===== config.mk =====
export PLATFORM = sky130hd
export DESIGN_NAME = hazard_unit_flat
export DESIGN_NICKNAME = d
export VERILOG_FILES = /design/src/rtl/hazard_unit_if.sv /design/src/rtl/hazard_unit.sv /design/src/flat_wrapper.sv
export SDC_FILE = /design/constraint.sdc
export NUM_CORES = 1
export LEC_CHECK = 0
export BUFFER_PORTS_ARGS = -buffer_cell sky130_fd_sc_hd__buf_2
export CORE_MARGIN = 2
export CORE_UTILIZATION = 44
export CTS_BUF_LIST = sky130_fd_sc_hd__clkbuf_16
export DETAILED_ROUTE_END_ITERATION = 10
export GPL_ROUTABILITY_DRIVEN = 1
export GPL_TIMING_DRIVEN = 0
export PLACE_DENSITY = 0.7
export SLEW_MARGIN = 20
export SYNTH_ARGS = -nofsm -noshare
export SYNTH_HDL_FRONTEND = slang
export SYNTH_SLANG_ARGS = --single-unit

===== constraint.sdc =====
create_clock -name clk -period 1.8 [get_ports clk]
set_input_delay 0.18 -clock clk [delete_from_list [all_inputs] [get_ports clk]]
set_output_delay 0.18 -clock clk [all_outputs]
set_load 0.05 [all_outputs]

===== src/rtl/hazard_unit_if.sv =====
// ---------------------------------------------------------------------------
// hazard_unit_if
// Groups the hazard unit's pipeline-facing signals.
//   Decode inputs : RA1D, RA2D (sources), WA3D (destination),
//                   RegWriteD, MemtoRegD, PCSrcD (control before condition check)
//   Execute inputs: CondExE (condition passed), BranchTakenE (branch taken)
//   Outputs       : StallF, StallD, FlushD, FlushE, ForwardAE, ForwardBE,
//                   StallCount (saturating count of stalled decode cycles)
// The pipeline side uses modport master; the hazard unit uses modport slave.
// ---------------------------------------------------------------------------
interface hazard_unit_if #(
    parameter int CNTW = 16
);
    logic [3:0]      RA1D;
    logic [3:0]      RA2D;
    logic [3:0]      WA3D;
    logic            RegWriteD;
    logic            MemtoRegD;
    logic            PCSrcD;
    logic            CondExE;
    logic            BranchTakenE;
    logic            StallF;
    logic            StallD;
    logic            FlushD;
    logic            FlushE;
    logic [1:0]      ForwardAE;
    logic [1:0]      ForwardBE;
    logic [CNTW-1:0] StallCount;

    modport master (
        output RA1D, RA2D, WA3D, RegWriteD, MemtoRegD, PCSrcD, CondExE, BranchTakenE,
        input  StallF, StallD, FlushD, FlushE, ForwardAE, ForwardBE, StallCount
    );

    modport slave (
        input  RA1D, RA2D, WA3D, RegWriteD, MemtoRegD, PCSrcD, CondExE, BranchTakenE,
        output StallF, StallD, FlushD, FlushE, ForwardAE, ForwardBE, StallCount
    );
endinterface


===== src/rtl/hazard_unit.sv =====
// ---------------------------------------------------------------------------
// hazard_unit
// Hazard detection for the 5-stage ARM pipeline. Keeps a shadow copy of the
// register addresses and control bits for E, M and W so it only needs Decode
// inputs plus the Execute condition/branch results.
//   clk   : rising-edge clock
//   reset : asynchronous, active-low reset
//   hz    : hazard_unit_if.slave (Decode/Execute inputs, stall/flush/forward
//           outputs and the saturating stall-cycle counter)
// All hazard outputs are combinational from shadow state and Decode inputs.
// ---------------------------------------------------------------------------
module hazard_unit #(
    parameter int CNTW = 16
) (
    input  logic         clk,
    input  logic         reset,
    hazard_unit_if.slave hz
);
    // Execute-stage shadow
    logic [3:0]      ra1e_q;
    logic [3:0]      ra2e_q;
    logic [3:0]      wa3e_q;
    logic            regwritee_q;
    logic            memtorege_q;
    logic            pcsrce_q;
    // Memory-stage shadow
    logic [3:0]      wa3m_q;
    logic            regwritem_q;
    logic            pcsrcm_q;
    // Writeback-stage shadow
    logic [3:0]      wa3w_q;
    logic            regwritew_q;
    logic            pcsrcw_q;

    logic [CNTW-1:0] stall_cnt_q;
    logic [CNTW-1:0] stall_cnt_d;

    logic            ldr_stall;
    logic            pc_wr_pending;
    logic            flush_e;

    // M beats W so the youngest producer wins. R15 reads PC+8, never a
    // forwarded result.
    function automatic logic [1:0] fwd_sel(
        input logic [3:0] ra,
        input logic [3:0] wa3m,
        input logic       rwm,
        input logic [3:0] wa3w,
        input logic       rww
    );
        logic [1:0] sel;
        sel = 2'b00;
        if (ra != 4'd15) begin
            if (rwm && (ra == wa3m)) begin
                sel = 2'b10;
            end else if (rww && (ra == wa3w)) begin
                sel = 2'b01;
            end
        end
        return sel;
    endfunction

    always_comb begin
        ldr_stall     = ((hz.RA1D == wa3e_q) || (hz.RA2D == wa3e_q)) && memtorege_q && regwritee_q;
        pc_wr_pending = hz.PCSrcD | pcsrce_q | pcsrcm_q;
        flush_e       = ldr_stall | hz.BranchTakenE;

        stall_cnt_d = stall_cnt_q;
        if (ldr_stall && (stall_cnt_q != {CNTW{1'b1}})) begin
            stall_cnt_d = stall_cnt_q + CNTW'(1);
        end
    end

    assign hz.StallF     = ldr_stall | pc_wr_pending;
    assign hz.StallD     = ldr_stall;
    assign hz.FlushD     = pc_wr_pending | pcsrcw_q | hz.BranchTakenE;
    assign hz.FlushE     = flush_e;
    assign hz.ForwardAE  = fwd_sel(ra1e_q, wa3m_q, regwritem_q, wa3w_q, regwritew_q);
    assign hz.ForwardBE  = fwd_sel(ra2e_q, wa3m_q, regwritem_q, wa3w_q, regwritew_q);
    assign hz.StallCount = stall_cnt_q;

    always_ff @(posedge clk or negedge reset) begin
        if (!reset) begin
            ra1e_q      <= '0;
            ra2e_q      <= '0;
            wa3e_q      <= '0;
            regwritee_q <= 1'b0;
            memtorege_q <= 1'b0;
            pcsrce_q    <= 1'b0;
            wa3m_q      <= '0;
            regwritem_q <= 1'b0;
            pcsrcm_q    <= 1'b0;
            wa3w_q      <= '0;
            regwritew_q <= 1'b0;
            pcsrcw_q    <= 1'b0;
            stall_cnt_q <= '0;
        end else begin
            // The ID/EX clear wins over the load-use hold: a bubble goes in.
            if (flush_e) begin
                ra1e_q      <= '0;
                ra2e_q      <= '0;
                wa3e_q      <= '0;
                regwritee_q <= 1'b0;
                memtorege_q <= 1'b0;
                pcsrce_q    <= 1'b0;
            end else begin
                ra1e_q      <= hz.RA1D;
                ra2e_q      <= hz.RA2D;
                wa3e_q      <= hz.WA3D;
                regwritee_q <= hz.RegWriteD;
                memtorege_q <= hz.MemtoRegD;
                pcsrce_q    <= hz.PCSrcD;
            end
            // A failed condition kills the write and the PC update here.
            wa3m_q      <= wa3e_q;
            regwritem_q <= regwritee_q & hz.CondExE;
            pcsrcm_q    <= pcsrce_q & hz.CondExE;
            wa3w_q      <= wa3m_q;
            regwritew_q <= regwritem_q;
            pcsrcw_q    <= pcsrcm_q;
            stall_cnt_q <= stall_cnt_d;
        end
    end
endmodule

===== src/flat_wrapper.sv =====
// flat-port wrapper written by rule: the top's interface ports become plain ports
module hazard_unit_flat 
#(
    parameter int CNTW = 16
)
  (clk, reset, hz_RA1D, hz_RA2D, hz_WA3D, hz_RegWriteD, hz_MemtoRegD, hz_PCSrcD, hz_CondExE, hz_BranchTakenE, hz_StallF, hz_StallD, hz_FlushD, hz_FlushE, hz_ForwardAE, hz_ForwardBE, hz_StallCount);
  hazard_unit_if #(.CNTW(CNTW)) hz_i ();
  input  logic clk;
  input  logic reset;
  input wire logic [$bits(hz_i.RA1D)-1:0] hz_RA1D;
  input wire logic [$bits(hz_i.RA2D)-1:0] hz_RA2D;
  input wire logic [$bits(hz_i.WA3D)-1:0] hz_WA3D;
  input wire logic [$bits(hz_i.RegWriteD)-1:0] hz_RegWriteD;
  input wire logic [$bits(hz_i.MemtoRegD)-1:0] hz_MemtoRegD;
  input wire logic [$bits(hz_i.PCSrcD)-1:0] hz_PCSrcD;
  input wire logic [$bits(hz_i.CondExE)-1:0] hz_CondExE;
  input wire logic [$bits(hz_i.BranchTakenE)-1:0] hz_BranchTakenE;
  output wire logic [$bits(hz_i.StallF)-1:0] hz_StallF;
  output wire logic [$bits(hz_i.StallD)-1:0] hz_StallD;
  output wire logic [$bits(hz_i.FlushD)-1:0] hz_FlushD;
  output wire logic [$bits(hz_i.FlushE)-1:0] hz_FlushE;
  output wire logic [$bits(hz_i.ForwardAE)-1:0] hz_ForwardAE;
  output wire logic [$bits(hz_i.ForwardBE)-1:0] hz_ForwardBE;
  output wire logic [$bits(hz_i.StallCount)-1:0] hz_StallCount;
  assign hz_i.RA1D = hz_RA1D;
  assign hz_i.RA2D = hz_RA2D;
  assign hz_i.WA3D = hz_WA3D;
  assign hz_i.RegWriteD = hz_RegWriteD;
  assign hz_i.MemtoRegD = hz_MemtoRegD;
  assign hz_i.PCSrcD = hz_PCSrcD;
  assign hz_i.CondExE = hz_CondExE;
  assign hz_i.BranchTakenE = hz_BranchTakenE;
  assign hz_StallF = hz_i.StallF;
  assign hz_StallD = hz_i.StallD;
  assign hz_FlushD = hz_i.FlushD;
  assign hz_FlushE = hz_i.FlushE;
  assign hz_ForwardAE = hz_i.ForwardAE;
  assign hz_ForwardBE = hz_i.ForwardBE;
  assign hz_StallCount = hz_i.StallCount;
  hazard_unit #(.CNTW(CNTW)) u_core (.clk(clk), .reset(reset), .hz(hz_i));
endmodule

==> flow_summary.yaml, run 1 <==
run_status:
  status: "complete, but fails checks"
  violations: "setup timing"
synth:
  yosys.area.top_type: "dfrtp_1"
  seq_area_frac_synth_pct: 55.9
  netlist_area_mm2: 0.00192
  ys_types: 25
  netlist_instances: 170
  synth_nets: 190
  ys_async_sr_fraction_pct: 100
  ys_ff_latch: 43
  synth_edf_count: 0
  synth_top_area_share_pct: 55.9
  yosysWarnings: 0
  synth_top_flop_cell: "dfrtp_1"
  yosys-top-cells-area: "dfrtp_1 56%, xor2_1 10%, and2_1 5.5%, xnor2_1 5.5%, nand3_1 3.9%"
  avgSynthCellArea_um2: 11.3
power_and_ir_drop:
  power_mw: 2.18
  intPower_mw: 1.63
  peakVddDrop_uv: 454
  p_leak_nw: 1.32
  power.density_mw_per_mm2: 788
  pwr-share-comb_pct: 13.0
  clkPwrFrac_pct: 38.2
  p_switching_mw: 0.547
  netSwitchingFraction_pct: 25.2
  seqPwrFrac_pct: 48.8
floorplanning:
  start_util_pct: 44.8
  num_rows: 24
  ios: 43
  die_h_um: 70.1
  core_mm2: 0.00429
  fp.dieW_um: 70.1
  design.die.area_mm2: 0.00492
finish:
  antennaDiodeCount: 0
  final_cells: 289
  nets: 256
  multi_input_area_um2: 985
  fillCellCount: 322
  drive_above_1_share_pct: 47.3
  regArea_mm2: 0.00109
  syn_to_final_growth_pct: 43.4
global_routing:
  grt-ovfl-total: 0
  grt_max_degree: 44
  grt_pass1_wl_mm: 6.65
  grt_pass1_vias: 1434
  track_usage_pct: 17.4
  antenna_found_initial: 0
sta:
  finalSetupViolCount: 14
  finalCritPeriodShare_pct: 112
  hold_viol: 0
  finalWorstSetupSlack_ns: -0.220
  clock_skew_ns: 0.00348
  worst_pin_slew_ns: 0.924
  slew_violations: 0
  fin_crit_ns: 2.02
  clock.fmax_ghz: 0.495
  relSlewSlack_pct: 38.4
  rsz0062_at_grt: "yes"
placed_design:
  dpl.cell_count: 264
  dp_hpwl_mm: 2.70
  port_buffers: 42
  globalplace.congestion: 0.813
drt:
  ant_nets: 0
  dr.pass1.iters: 4
  wl_per_cell_um: 14.7
  drt_iter0_markers: 81
  wirelength_mm: 4.24
  drc: 0
  vias: 1475
  vias_per_cell: 5.10
critical_path:
  critPathMaxStageDelay_ns: 0.52
  required_ns: 1.96
  r2r_cells: 6
  critical_path.startpoint_type: "register"
  critical_path_buf_inv_count: 1
  rrSetupSlack_ns: -0.22
  r2r-start: "u_core.wa3e_q[2]"
  r2r_end: "u_core.hz.StallCount[6]"
  cpLargestDelayFamily: "simple AND/OR/NAND/NOR gates"
  crit_path_start: "u_core.wa3e_q[2]"
  cp_slowest_cell: "or4b_4"
  end_kind: "register"
  crit_chain: "xor2_2 > nor4_2 > o211ai_2 > buf_6 > or4b_4 > xnor2_2"
  crit_type: "register to register"
  cp_max_fo: 3
  worstPathArrival_ns: 2.18
min_path:
  min_path_type: "input pin to asynchronous set/reset pin"
clock_network:
  cts_buffer_depth: 2
  cts-root-buf: "clkbuf_16"
  path_clk_slew_ns: 0.06
  postCtsHoldBufs: 0
  cts_tree: "yes"
  numCtsBuffers: 5
  htreeDepth: 2
  insertion_delay_ns: 0.28
  numClockSinks: 43
run:
  cap_violations: 0
[per-stage QoR]
step / util [%] / cell area (um^2) / setup TNS, ns / hold WS, ns / worst slack [ns]
after global routing: 64.3 / 2760 / -2.85 / 0.104 / -0.283
after floorplan: - / 1970 / -0.0866 / -0.116 / -0.0454
after detailed placement: 52.2 / 2240 / -4.14 / 0.369 / -0.520
after global placement: 52.2 / 2240 / -3.48 / 0.372 / -0.459
after CTS: 60.2 / 2580 / -0.604 / 0.0710 / -0.209
final: 64.3 / 2760 / -1.42 / 0.0439 / -0.220
[cell families (layout without fill, tap and decap cells)]
kind of cell	count (synthesis)	in the layout	share of synthesized area [%]
mux	4	4	2.34
flops	43	43	55.9
compound gates	7	7	2.60
xor+xnor	34	34	15.5
fa+ha+maj	1	1	0.650
simple gates	76	76	21.8
buf+inv	5	72	1.17
[registers in the layout, indices dropped and copies added, names as in the netlist]
| register | flops |
|---|---|
| u_core.regwritem_q | 1 |
| u_core.pcsrcm_q | 1 |
| u_core.wa3e_q | 4 |
| u_core.pcsrce_q | 1 |
| u_core.memtorege_q | 1 |
| u_core.wa3w_q | 4 |
| u_core.ra1e_q | 4 |
| u_core.regwritew_q | 1 |
| u_core.wa3m_q | 4 |
| u_core.ra2e_q | 4 |
| u_core.regwritee_q | 1 |
| u_core.hz.StallCount | 16 |
| u_core.pcsrcw_q | 1 |
[cell usage after synthesis, types with 2 or more instances]
master / number
nor3_1: 8
nor4_2: 2
nor4_1: 3
xnor2_1: 12
and2_1: 17
inv_1: 3
a41oi_1: 2
nor2_1: 6
o21ai_0: 3
or3_1: 2
nand3_1: 15
nand4_1: 5
mux2_2: 4
nand2_1: 11
and3_1: 4
xor2_1: 22
dfrtp_1: 43
[area by class of cell]
type	count	area share, %
buffer	1	0.725
clock buffer	5	4.53
clock inverter	3	0.408
inverter	3	0.499
multi-input combinational	122	35.7
sequential	43	39.7
tap	52	2.36
timing repair buffer	60	16.1
[worst max-delay path by stage]
stage / slack (ns) / end / depth (start not counted)
final: -0.22 / u_core.hz.StallCount[6] / 6
after global routing: -0.28 / u_core.hz.StallCount[6] / 6
after CTS: -0.21 / hz_FlushE / 8
after detailed placement: -0.52 / hz_FlushE / 8
after global placement: -0.46 / hz_FlushE / 8
after floorplan: -0.05 / u_core.hz.StallCount[1] / 6
[routing by layer]
metal,up-vias,global-route usage [%],wire length (um),part of all wire (%)
met5,-,0,0,0
met4,0,6.41,63,1.5
met3,7,3.46,164,3.9
met2,42,30.2,2230,52
met1,716,21.5,1790,42
li1,710,-,-,-
[repair_timing]
item,CTS,global route
gates resized for setup,33,27
pin swaps,13,22
endpoints found under the setup margin,27,29
setup buffers,9,10
cloned,0,0
hold endpoints to repair,0,0
[placed cells by master (no fill, tap or decap), drive strengths merged]
master,instances
a21oi,1
a41oi,2
and2,17
and3,4
buf,61
clkbuf,5
clkinv,2
dfrtp,43
ha,1
inv,4
mux2,4
nand2,11
nand2b,1
nand3,15
nand4,5
nor2,6
nor3,8
nor4,5
o211ai,1
o21ai,3
or2,1
or3,2
or4b,1
xnor2,12
xor2,22
[power by group through the flow]
stage / clock network [mW] / logic (mW) / registers (mW)
after detailed placement: 0 / 0.234 / 1.08
after floorplan: 0 / 0.109 / 1.12
final: 0.831 / 0.282 / 1.06
after CTS: 0.853 / 0.265 / 1.06
after global placement: 0 / 0.232 / 1.08
after global routing: 0.901 / 0.307 / 1.07
No activity file was read; power rests on OpenSTA's default activity.
==> inputs of run 2 (changes only) <==
- HOLD_SLACK_MARGIN: not set -> 0.15
==> run 2 against run 1 <==
  * The flow still finishes with violations (setup timing)
  * Global-route usage rose by 0.87 points
  * Hold slack improved by 0.13 ns
  * Highest routed layer unchanged
  * Clock power rose by 0.6%
  * Final cell count rose by 4.5%
==> flow_summary.yaml, run 2 (synthesized netlist as in run 1, its figures left out) <==
run_status:
  status: "complete, but fails checks"
  violations: "setup timing"
clock_network:
  numCtsBuffers: 5
  cts-root-buf: "clkbuf_16"
  numClockSinks: 43
  path_clk_slew_ns: 0.06
  cts_buffer_depth: 2
  cts_tree: "yes"
  htreeDepth: 2
  insertion_delay_ns: 0.28
floorplanning:
  ios: 43
  die_h_um: 70.1
  fp.dieW_um: 70.1
  design.die.area_mm2: 0.00492
  num_rows: 24
  start_util_pct: 44.8
  core_mm2: 0.00429
critical_path:
  r2r_end: "u_core.hz.StallCount[6]"
  end_kind: "register"
  worstPathArrival_ns: 2.15
  critical_path_buf_inv_count: 1
  critPathMaxStageDelay_ns: 0.52
  crit_type: "register to register"
  crit_chain: "xor2_1 > nor4_2 > o211ai_2 > buf_6 > or4b_4 > xnor2_2"
  cpLargestDelayFamily: "simple AND/OR/NAND/NOR gates"
  required_ns: 1.96
  cp_slowest_cell: "or4b_4"
  crit_path_start: "u_core.wa3e_q[1]"
  r2r_cells: 6
  critical_path.startpoint_type: "register"
  r2r-start: "u_core.wa3e_q[1]"
  cp_max_fo: 3
  rrSetupSlack_ns: -0.19
sta:
  worst_pin_slew_ns: 0.928
  rsz0062_at_grt: "yes"
  finalCritPeriodShare_pct: 110
  finalWorstSetupSlack_ns: -0.185
  finalSetupViolCount: 11
  fin_crit_ns: 1.99
  clock.fmax_ghz: 0.504
  slew_violations: 0
  clock_skew_ns: 0.00430
  timing.setup.tns_ns: -1.05
  relSlewSlack_pct: 38.1
  hold_viol: 0
drt:
  drc: 0
  drt_iter0_markers: 70
  wl_per_cell_um: 14.8
  vias_per_cell: 5.10
  ant_nets: 0
  dr.pass1.iters: 4
  wirelength_mm: 4.47
  vias: 1540
power_and_ir_drop:
  peakVddDrop_uv: 467
  clkPwrFrac_pct: 37.9
  intPower_mw: 1.65
  seqPwrFrac_pct: 48.3
  p_switching_mw: 0.557
  netSwitchingFraction_pct: 25.3
  power.density_mw_per_mm2: 762
  p_leak_nw: 1.37
  pwr-share-comb_pct: 13.8
global_routing:
  antenna_found_initial: 0
  grt_pass1_wl_mm: 7.00
  grt_max_degree: 44
  busiest_layer: "met2"
  track_usage_pct: 18.3
  met2_usage_pct: 32.2
  grt-ovfl-total: 0
  grtUsageMet3_pct: 3.46
  grt_pass1_vias: 1523
  use_met1_pct: 22.1
placed_design:
  post-place-ws_ns: -0.520
  dpl.cell_count: 264
  port_buffers: 42
  dp_hpwl_mm: 2.70
  globalplace.congestion: 0.813
min_path:
  hold_depth: 2
  min_to: "u_core.ra1e_q[2]"
  worstHoldStart: "hz_RA1D[2]"
  min_path_type: "input pin to register"
finish:
  layout_common_cells: "35 x buf_2, 28 x dfrtp_1, 21 x xor2_1"
  nets: 269
  final_common_cell: "buf_2"
  antennaDiodeCount: 0
  largest_register_ffs: 16
  final_cells: 302
  syn_to_final_growth_pct: 50.3
  drive_above_1_share_pct: 44.4
run:
  cap_violations: 0
[run 2: changes by cell type in the layout (fill, tap and decap cells not counted)]
cell	delta
dlygate4sd3_1	+14
buf_4	-1
[run 2: area by class of cell]
class / instances / area [um^2]
fill: 306 / 1400
buffer: 1 / 20.0
tap: 52 / 65.1
inverter: 3 / 13.8
clock inverter: 3 / 11.3
timing repair buffer: 73 / 578
multi-input combinational: 122 / 985
clock buffer: 5 / 125
sequential: 43 / 1090
[run 2: worst register-to-register path, cell delays in order (launching register included)]
cell,delay [ns]
dfrtp_1,0.40
xor2_1,0.19
nor4_2,0.30
o211ai_2,0.16
buf_6,0.15
or4b_4,0.52
xnor2_2,0.15
[run 2: power by group through the flow]
stage,Sequential (mW),Clock [mW],Combinational (mW)
final,1.06,0.836,0.304
after global routing,1.07,0.901,0.330
after global placement,1.08,0,0.232
after CTS,1.06,0.853,0.288
after detailed placement,1.08,0,0.234
after floorplan,1.12,0,0.109
[run 2: worst max path at each step]
stage | end | depth (start not counted)
6_report | u_core.hz.StallCount[6] | 6
5_1_grt | u_core.hz.StallCount[6] | 6
4_1_cts | hz_FlushE | 8
3_5_place_dp | hz_FlushE | 8
3_3_place_gp | hz_FlushE | 8
2_1_floorplan | u_core.hz.StallCount[1] | 6
[run 2: per-layer routing]
| layer | wire, um | share of wire [%] |
|---|---|---|
| met1 | 1840 | 41 |
| met2 | 2390 | 53 |
| met5 | 0 | 0 |
| met3 | 151 | 3.4 |
| met4 | 85 | 1.9 |
[run 2: timing repair]
action | 4_1_cts | 5_1_grt
pin swaps | 13 | 20
resized for setup | 33 | 27
hold buffers | 14 | 0
hold endpoints to repair | 57 | 0
setup buffers | 9 | 9
endpoints found under the setup margin | 27 | 29
[run 2: per-stage QoR]
step           util (%)  cell area [um^2]  hold slack (ns)  power [mW]
2_1_floorplan         -              1970           -0.116        1.23
4_1_cts            63.4              2720            0.159        2.21
3_3_place_gp       52.2              2240            0.372        1.31
3_5_place_dp       52.2              2240            0.369        1.32
6_report           67.4              2890            0.176        2.20
5_1_grt            67.4              2890            0.186        2.30
